$ cat src/rtl/adc2_burst_packer_if.sv
// Purpose : output stream of adc2_burst_packer, FIFO head towards the consumer.
// Latency : none (wires only).
// Backpressure: consumer drives out_ready; a pop is out_valid && out_ready.
//
// Ports (signals):
//   out_data  [2*DW-1:0]  FIFO head, {q2,q1}; don't care while out_valid=0
//   out_valid             FIFO non-empty
//   out_ready             consumer accepts the head this cycle
interface adc2_burst_packer_if #(
    parameter int DW = 16
);
    logic [2*DW-1:0] out_data;
    logic            out_valid;
    logic            out_ready;

    // master = packer (source), slave = consumer (sink)
    modport master (output out_data, output out_valid, input  out_ready);
    modport slave  (input  out_data, input  out_valid, output out_ready);
endinterface

$ cat src/rtl/adc2_burst_packer.sv
// Purpose : packs DDR-captured ADC2 words {q2,q1} into 32-bit pairs, captures
//           BURST_LEN pairs per start into a FWFT FIFO, counts dropped pairs.
// Latency : pair offered in cycle N is written at the end of N and is on
//           out_data in cycle N+1 if the FIFO was empty.
// Backpressure: out_valid/out_ready; a full FIFO drops the pair (ovf/ovf_cnt)
//           unless a pop frees a slot in the same cycle.
//
// Ports:
//   Adc2DCO, Adc2Rst_n  capture clock and async active-low reset
//   q1, q2              rising/falling-edge ADC words
//   start, abort        one-cycle commands (abort wins)
//   out_if              FIFO head stream (master modport)
//   busy, done          state != IDLE; one-cycle end-of-burst pulse
//   ovf, ovf_cnt        sticky drop flag and saturating drop count
//   level               FIFO occupancy 0..DEPTH
module adc2_burst_packer #(
    parameter int DW        = 16,
    parameter int DEPTH     = 16,
    parameter int AW        = 4,
    parameter int BURST_LEN = 256
) (
    input  logic                       Adc2DCO,
    input  logic                       Adc2Rst_n,
    input  logic [DW-1:0]              q1,
    input  logic [DW-1:0]              q2,
    input  logic                       start,
    input  logic                       abort,
    adc2_burst_packer_if.master        out_if,
    output logic                       busy,
    output logic                       done,
    output logic                       ovf,
    output logic [7:0]                 ovf_cnt,
    output logic [AW:0]                level
);

    typedef enum logic [1:0] {
        ST_IDLE    = 2'd0,
        ST_CAPTURE = 2'd1,
        ST_DRAIN   = 2'd2
    } state_t;

    localparam logic [15:0]   LAST_SMP = 16'(BURST_LEN - 1);
    localparam logic [AW:0]   FULL_LVL = (AW+1)'(DEPTH);
    localparam logic [AW:0]   LVL_ONE  = (AW+1)'(1);
    localparam logic [AW-1:0] PTR_ONE  = AW'(1);

    state_t          state_q, state_d;
    logic [15:0]     smp_cnt_q, smp_cnt_d;
    logic            busy_q, busy_d;
    logic            done_q, done_d;
    logic            ovf_q, ovf_d;
    logic [7:0]      ovf_cnt_q, ovf_cnt_d;

    logic [AW-1:0]   wr_ptr_q, wr_ptr_d;
    logic [AW-1:0]   rd_ptr_q, rd_ptr_d;
    logic [AW:0]     count_q, count_d;
    logic [2*DW-1:0] mem_q [DEPTH];

    logic            offer;
    logic            pop;
    logic            push;
    logic            flush;
    logic            fifo_vld;

    // ------------------------------------------------------------------
    // FIFO handshake. Occupancy comes from a separate AW+1 bit count so a
    // full FIFO is never confused with an empty one when pointers meet.
    // ------------------------------------------------------------------
    assign fifo_vld = (count_q != '0);
    assign pop      = fifo_vld && out_if.out_ready;
    // An aborting cycle neither writes nor counts as a drop.
    assign offer    = (state_q == ST_CAPTURE) && !abort;
    // A full FIFO still accepts the pair when the head leaves this cycle.
    assign push     = offer && ((count_q != FULL_LVL) || pop);

    // ------------------------------------------------------------------
    // Control FSM: next state, sample counter, overflow bookkeeping.
    // ------------------------------------------------------------------
    always_comb begin
        state_d   = state_q;
        smp_cnt_d = smp_cnt_q;
        ovf_d     = ovf_q;
        ovf_cnt_d = ovf_cnt_q;
        done_d    = 1'b0;
        flush     = 1'b0;

        if (abort) begin
            // ovf/ovf_cnt are kept so software can still read why it aborted
            state_d   = ST_IDLE;
            smp_cnt_d = '0;
            flush     = 1'b1;
        end else begin
            unique case (state_q)
                ST_IDLE: begin
                    if (start) begin
                        state_d   = ST_CAPTURE;
                        smp_cnt_d = '0;
                        ovf_d     = 1'b0;
                        ovf_cnt_d = '0;
                    end
                end
                ST_CAPTURE: begin
                    smp_cnt_d = smp_cnt_q + 16'd1;
                    if (smp_cnt_q == LAST_SMP) begin
                        state_d = ST_DRAIN;
                    end
                    if (!push) begin
                        ovf_d = 1'b1;
                        if (ovf_cnt_q != 8'hFF) begin
                            ovf_cnt_d = ovf_cnt_q + 8'd1;
                        end
                    end
                end
                ST_DRAIN: begin
                    // no writes happen in DRAIN, so empty means finished
                    if (count_q == '0) begin
                        state_d = ST_IDLE;
                        done_d  = 1'b1;
                    end
                end
                default: begin
                    state_d = ST_IDLE;
                end
            endcase
        end

        busy_d = (state_d != ST_IDLE);
    end

    // ------------------------------------------------------------------
    // FIFO pointer / occupancy next state.
    // ------------------------------------------------------------------
    always_comb begin
        wr_ptr_d = wr_ptr_q;
        rd_ptr_d = rd_ptr_q;
        count_d  = count_q;

        if (flush) begin
            wr_ptr_d = '0;
            rd_ptr_d = '0;
            count_d  = '0;
        end else begin
            if (push) begin
                wr_ptr_d = wr_ptr_q + PTR_ONE;
            end
            if (pop) begin
                rd_ptr_d = rd_ptr_q + PTR_ONE;
            end
            unique case ({push, pop})
                2'b10:   count_d = count_q + LVL_ONE;
                2'b01:   count_d = count_q - LVL_ONE;
                default: count_d = count_q;
            endcase
        end
    end

    always_ff @(posedge Adc2DCO or negedge Adc2Rst_n) begin
        if (!Adc2Rst_n) begin
            state_q   <= ST_IDLE;
            smp_cnt_q <= '0;
            busy_q    <= 1'b0;
            done_q    <= 1'b0;
            ovf_q     <= 1'b0;
            ovf_cnt_q <= '0;
            wr_ptr_q  <= '0;
            rd_ptr_q  <= '0;
            count_q   <= '0;
        end else begin
            state_q   <= state_d;
            smp_cnt_q <= smp_cnt_d;
            busy_q    <= busy_d;
            done_q    <= done_d;
            ovf_q     <= ovf_d;
            ovf_cnt_q <= ovf_cnt_d;
            wr_ptr_q  <= wr_ptr_d;
            rd_ptr_q  <= rd_ptr_d;
            count_q   <= count_d;
        end
    end

    // Storage needs no reset: an entry is only visible once count covers it.
    always_ff @(posedge Adc2DCO) begin
        if (push) begin
            mem_q[wr_ptr_q] <= {q2, q1};
        end
    end

    // Head is gated so every output reads 0 while empty or in reset.
    assign out_if.out_valid = fifo_vld;
    assign out_if.out_data  = fifo_vld ? mem_q[rd_ptr_q] : '0;

    assign busy    = busy_q;
    assign done    = done_q;
    assign ovf     = ovf_q;
    assign ovf_cnt = ovf_cnt_q;
    assign level   = count_q;

endmodule

$ cat src/flat_wrapper.sv
// flat-port wrapper written by rule: the top's interface ports become plain ports
module adc2_burst_packer_flat 
#(
    parameter int DW        = 16,
    parameter int DEPTH     = 16,
    parameter int AW        = 4,
    parameter int BURST_LEN = 256
)
  (Adc2DCO, Adc2Rst_n, q1, q2, start, abort, busy, done, ovf, ovf_cnt, level, out_if_out_data, out_if_out_valid, out_if_out_ready);
  adc2_burst_packer_if #(.DW(DW)) out_if_i ();
  input  logic Adc2DCO;
  input  logic Adc2Rst_n;
  input  logic [DW-1:0] q1;
  input  logic [DW-1:0] q2;
  input  logic start;
  input  logic abort;
  output logic busy;
  output logic done;
  output logic ovf;
  output logic [7:0] ovf_cnt;
  output logic [AW:0] level;
  output wire logic [$bits(out_if_i.out_data)-1:0] out_if_out_data;
  output wire logic [$bits(out_if_i.out_valid)-1:0] out_if_out_valid;
  input wire logic [$bits(out_if_i.out_ready)-1:0] out_if_out_ready;
  assign out_if_out_data = out_if_i.out_data;
  assign out_if_out_valid = out_if_i.out_valid;
  assign out_if_i.out_ready = out_if_out_ready;
  adc2_burst_packer #(.DW(DW), .DEPTH(DEPTH), .AW(AW), .BURST_LEN(BURST_LEN)) u_core (.Adc2DCO(Adc2DCO), .Adc2Rst_n(Adc2Rst_n), .q1(q1), .q2(q2), .start(start), .abort(abort), .out_if(out_if_i), .busy(busy), .done(done), .ovf(ovf), .ovf_cnt(ovf_cnt), .level(level));
endmodule
$ cat config.mk
export PLATFORM = sky130hd
export DESIGN_NAME = adc2_burst_packer_flat
export DESIGN_NICKNAME = d
export VERILOG_FILES = /design/src/rtl/adc2_burst_packer_if.sv /design/src/rtl/adc2_burst_packer.sv /design/src/flat_wrapper.sv
export SDC_FILE = /design/constraint.sdc
export NUM_CORES = 1
export LEC_CHECK = 0
export CAP_MARGIN = 20
export CORE_MARGIN = 1
export CORE_UTILIZATION = 65
export DETAILED_ROUTE_END_ITERATION = 6
export PLACE_DENSITY = 0.84
export SKIP_LAST_GASP = 1
export SLEW_MARGIN = 20
export SYNTH_ARGS = -nofsm -noshare
export SYNTH_HDL_FRONTEND = slang
export SYNTH_SLANG_ARGS = --single-unit
export TNS_END_PERCENT = 30
$ cat constraint.sdc
create_clock -name Adc2DCO -period 4.9 [get_ports Adc2DCO]
set_clock_uncertainty 0.15 [all_clocks]
set_input_delay 0.735 -clock Adc2DCO [delete_from_list [all_inputs] [get_ports Adc2DCO]]
set_output_delay 0.735 -clock Adc2DCO [all_outputs]
set_load 0.02 [all_outputs]
======== After elaboration in Yosys (flattened, before gate mapping) ========
Memories as Yosys holds them, arrays and structs flattened.
Index checks and enable logic that the tools add are counted.
word-level totals
  register bits ........................... 42
  latch bits .............................. 0
  RAM bits ................................ 512
  memory bits (read-only) ................. 0
  input bits .............................. 37
  output and inout port bits .............. 49
  memories kept ........................... 1
memory list
  memory        depth  width  read ports  clocked after memory_dff  wr ports  line                     RTL
  u_core.mem_q  16     32     1           0                         1         adc2_burst_packer.sv:57  logic [2*DW-1:0] mem_q [DEPTH];
operators by class
  add/sub/neg operators ................... 6
  multipliers ............................. 0
  divide/modulo/power cells ............... 0
  order comparisons ....................... 0
  equal/unequal tests ..................... 11
  shift operators ......................... 0
  multiplexer cells ....................... 28
  bitwise operators ....................... 1
  reductions and logical operators ........ 17
operators by type and width
  kind                                                  number
  two-way mux 16 bit                                    2
  two-way mux 32 bit                                    1
  one-hot mux 16 bit (2 select lines)                   1
  two-way mux 8 bit                                     3
  adder 16 x 1 -> 16 bit, second input constant         1
  equality test 16 x 8 -> 1 bit, second input constant  1
  two-way mux 4 bit                                     4
  one-hot mux 8 bit (2 select lines)                    1
  one-hot mux 5 bit (2 select lines)                    1
  adder 4 x 1 -> 4 bit, second input constant           2
  adder 8 x 1 -> 8 bit, second input constant           1
  two-way mux 1 bit                                     8
  two-way mux 2 bit                                     4
  inequality test 8 bit, second input constant          1
  nonzero test 2 bit                                    4
  inequality test 2 bit, second input constant          3
  one-hot mux 2 bit (3 select lines)                    1
  nonzero test 3 bit                                    2
  adder 5 x 1 -> 5 bit, second input constant           1
  logical NOT 5 bit                                     1
  two-way mux 5 bit                                     1
  inequality test 5 bit, second input constant          1
  AND reduction 5 bit                                   1
  nonzero test 5 bit                                    1
  12 further kinds                                      16

======== Longest topological paths before layout ========
  depth in word-level cells ............... 7
  gate-level depth with buffers ........... 11

======== Worst setup path before layout ========
OpenSTA, ideal clock, no wires.
  path kind ............................... input -> register
  start point ............................. input abort
  end point ............................... memory u_core.mem_q[12][0] (netlist name) (enable)
  data arrival time ....................... 3,028 ps
  data required time ...................... 4,329 ps
  path slack .............................. 1,301 ps
  cell stages on the path ................. 6
  buffers on the path ..................... 1
  cell sequence ........................... buf_2 nor2_2 nand2_1 nor2_1 nand3_1 nor2_1
on the way
  word-level cells in the longest chain between the ends .. 5
ends and longest elaborated chain
  item                                     line                      RTL
  from (decl)                              flat_wrapper.sv:16        input logic abort;
  logical NOT 1 bit                        adc2_burst_packer.sv:72   assign offer = (state_q == ST_CAPTURE) && !abort;
  logical AND 1 bit                        adc2_burst_packer.sv:72
  logical AND 1 bit                        adc2_burst_packer.sv:74   assign push = offer && ((count_q != FULL_LVL) || pop);
  two-way mux 1 bit                        adc2_burst_packer.sv:183  if (push) begin
  two-way mux 1 bit (implied by the code)  adc2_burst_packer.sv:184  mem_q[wr_ptr_q] <= {q2, q1};
  to (decl)                                adc2_burst_packer.sv:57
Every way passes these cells.

======== Worst setup path after layout ========
  start point ............................. register u_core.count_q[1] (netlist: u_core.level[1])
  end point ............................... output out_if_out_data[28]
on the way
  word-level cells in the longest chain between the ends .. 2
ends and longest elaborated chain
  item                    line                      RTL
  from (decl)             adc2_burst_packer.sv:56   logic [AW:0] count_q, count_d;
  from (signal assigned)  adc2_burst_packer.sv:177  count_q <= count_d;
  nonzero test 5 bit      adc2_burst_packer.sv:69   assign fifo_vld = (count_q != '0);
  two-way mux 32 bit      adc2_burst_packer.sv:190  assign out_if.out_data = fifo_vld ? mem_q[rd_ptr_q] : '0;
  to (decl)               flat_wrapper.sv:22        output wire logic [$bits(out_if_i.out_data)-1:0] out_if_out_data;
Every way passes these cells.

==> results.sh <==
export IMPL_layout_cells_most_common_list="edfxtp_1 (512), mux4_2 (128), clkdlybuf4s50_1 (84)"
export IMPL_ctsHoldBuffers=0
export IMPL_grt_use_total_pct=29.9
export IMPL_syn_nets=1105
export IMPL_die_area_mm2=0.0342
export IMPL_stdcell_count=1660
export IMPL_antenna_cells=0
export IMPL_grt_max_degree=50
export IMPL_startpoint_type="flip-flop"
export IMPL_crit_buf_inv=1
export IMPL_placed_cells=1563
export IMPL_cts_tree="yes"
export IMPL_layout_drive_gt1_share_pct=21.3
export IMPL_hpwl_mm=25.8
export IMPL_cp_end_kind="output port"
export IMPL_power_share_clock_pct=34.5
export IMPL_grt_setup_unrepaired="false"
export IMPL_cts_setup_buffers=0
export IMPL_crit_required_ns=4.01
export IMPL_synth_top_area_cell="edfxtp_1"
export IMPL_avgSynthCellArea_um2=20.6
export IMPL_period_minus_slack_ns=4.58
export IMPL_start_util_pct=66.6
export IMPL_p_per_area_mw_per_mm2=473
export IMPL_drtIter0Drc=1129
export IMPL_slew_violations=0
export IMPL_hold_violations=0
export IMPL_critical_path_top_delay_family="simple AND/OR/NAND/NOR gates"
export IMPL_gp_congestion=0.829
export IMPL_synthToLayoutAreaGrowth_pct=15.0
export IMPL_numPortBuffers=85
export IMPL_arrival_ns=3.69
export IMPL_ant_nets=0
export IMPL_grt_pass1_vias=11565
export IMPL_synthCells=1057
export IMPL_synth_area_top_cells="edfxtp_1 (71%), mux4_2 (13%), dfrtp_1 (4.8%), mux2i_1 (3.1%), o22ai_1 (0.92%)"
export IMPL_ir_worst_vdd_v=0.000388
export IMPL_max_freq_ghz=0.218
export IMPL_max_stage_delay_ns=0.79
export IMPL_synthFlopType="edfxtp_1"
export IMPL_avgViaCountPerCell=6.71
export IMPL_clock_sinks=554
export IMPL_async_flop_share_pct=7.58
export IMPL_drc=0
export IMPL_vias=11144
export IMPL_ys_types=50
export IMPL_synth_top_area_share_pct=70.6
export IMPL_routedWlPerCell_um=29.8
export IMPL_critPathMaxFanout=32
export IMPL_cts_reportedPaths_clkPinSlew_ns=0.06
export IMPL_cts_buffer_depth=3
export IMPL_finalWirelength_mm=49.4
export IMPL_setup_viol=0
export IMPL_pwr_share_seq_pct=44.7
export IMPL_nets=1223
export IMPL_worstSetupPathType="flip-flop to output port"
export IMPL_p_int_mw=8.69
export IMPL_synth_warnings=0
export IMPL_die_h_um=185
export IMPL_synth_edf_count=512
export IMPL_netlist_area_mm2=0.0218
export IMPL_cts_buffers=52
export IMPL_net_switching_power_mw=3.15
export IMPL_power_leakage_nw=7.79
export IMPL_clock_latency_ns=0.58
export IMPL_gr_total_overflow=0
export IMPL_slowest_stage="nand2b_2"
export IMPL_slew_headroom_pct=29.4
export IMPL_hold_class="primary input to asynchronous set/reset pin"
export IMPL_die_w_um=185
export IMPL_postCtsResizedCells=0
export IMPL_period_share_pct=93.4
export IMPL_max_cap_violations=0
export IMPL_antenna_found_initial=0
export IMPL_tightestPinTransition_ns=1.06
export IMPL_num_rows=66
export IMPL_core_area_mm2=0.0327
export IMPL_grt_first_pass_wirelength_mm=72.3
export IMPL_cts_root_buf="clkbuf_16"
export IMPL_htreeDepth=2
export IMPL_cp_cell_sequence="nor4_2 -> or2b_1 -> nand2b_2 -> o22ai_1 -> clkdlybuf4s50_1"
export IMPL_final_common_cell="edfxtp_1"
export IMPL_setup_tns_ns=0
export IMPL_outcome="finished clean"
export IMPL_yosysSeqAreaShare_pct=75.5
export IMPL_num_io_pins=86
export IMPL_ys_seq_elements=554
export IMPL_p_sw_share_pct=26.6
export IMPL_fillers=1708
export IMPL_p_comb_share_pct=20.8
export IMPL_firstDrtPassIters=7
[state kept, by name, indices dropped and copies added, names as in the netlist]
signal,cells
u_core.done,1
u_core.ovf,1
u_core.level,5
u_core.ovf_cnt,8
u_core.state_q,2
u_core.busy,1
u_core.wr_ptr_q,4
u_core.mem_q,512
u_core.smp_cnt_q,16
u_core.rd_ptr_q,4
[metrics by stage]
step           hold WS (ns)  setup WS (ns)  area, um2  util, %  power [mW]
2_1_floorplan         0.289           1.30      21800        -        6.88
3_3_place_gp          0.347           1.10      23300     71.3        7.76
3_5_place_dp          0.350           1.00      23300     71.3        7.81
4_1_cts               0.161          0.328      25000     76.6        11.9
5_1_grt               0.223          0.255      25000     76.6        12.2
6_report              0.147          0.323      25000     76.6        11.8
[per-layer routing]
layer | global-route usage [%] | vias to the layer above | share of wire (%)
li1 | - | 4603 | -
met1 | 38.9 | 5797 | 37
met2 | 50.5 | 631 | 52
met3 | 5.13 | 113 | 7.5
met4 | 12.3 | 0 | 3.5
met5 | 0 | - | 0
[synthesized netlist by cell type (2+ instances only)]
library cell and n:
clkbuf_1 25, nand4_1 6, ha_1 10, nor2_1 33
buf_2 21, nand3b_1 3, xor2_1 6, nor4_1 5
dfrtp_1 42, o31ai_1 9, nor3_1 6, xnor2_1 9
a211oi_1 2, o22ai_1 32, inv_1 11, nand2_1 22
nand2b_1 5, nand3_1 17, o21ai_0 16, and2_1 16
edfxtp_1 512, a31oi_1 4, a21oi_1 13, or3_1 4
buf_1 8, mux2i_1 67, nor4b_1 3, mux4_2 128
[final cells by class]
cell class / instances / area [um2] / area share [%]
Inverter: 11 / 41.3 / 0.165
Sequential cell: 554 / 16400 / 65.7
Multi-Input combinational cell: 438 / 5120 / 20.4
Clock buffer: 67 / 1380 / 5.51
Timing Repair Buffer: 118 / 1160 / 4.62
Clock inverter: 30 / 352 / 1.40
Tap cell: 442 / 553 / 2.21
[power groups by stage]
stage | clock, mW | combinational [mW] | sequential, mW
floorplan | 0 | 1.50 | 5.38
global route | 4.27 | 2.60 | 5.31
CTS | 4.11 | 2.48 | 5.30
global placement | 0 | 2.37 | 5.39
detailed placement | 0 | 2.41 | 5.39
finish | 4.09 | 2.46 | 5.30
[path summary, 6_finish.rpt]
path                              startpoint              endpoint  slack, ns  depth (start not counted)
min in group Adc2DCO       u_core.ovf_cnt[7]     u_core.ovf_cnt[7]       0.36                          1
setup / recovery             u_core.level[1]   out_if_out_data[28]       0.32                          5
hold reg to reg            u_core.ovf_cnt[7]     u_core.ovf_cnt[7]       0.36                          1
max in group asynchronous          Adc2Rst_n    u_core.rd_ptr_q[1]       3.76                          1
setup reg to reg           u_core.state_q[1]    u_core.mem_q[5][7]       1.59                          5
hold / removal                     Adc2Rst_n  u_core.smp_cnt_q[10]       0.15                          1
[worst register-to-register path, cell delays in order, from the launching register on]
cell     delay, ns
dfrtp_1       0.46
nor2_2        0.28
nand2_1       0.30
nor4b_1       0.67
and2_2        0.71
buf_4         0.40
[cell families (layout without fill, tap and decap cells)]
family / count (synthesis) / count (layout) / share of synthesized area (%)
multiplexers: 197 / 197 / 16.4
buffers and inverters: 65 / 226 / 1.24
AO/OA/AOI/OAI: 86 / 86 / 2.47
flip-flops: 554 / 554 / 75.5
adder cells (fa/ha/maj): 11 / 11 / 0.667
XOR/XNOR: 15 / 15 / 0.604
AND/OR/NAND/NOR: 129 / 129 / 3.11
Note: power is estimated with default switching activity, not from simulation.
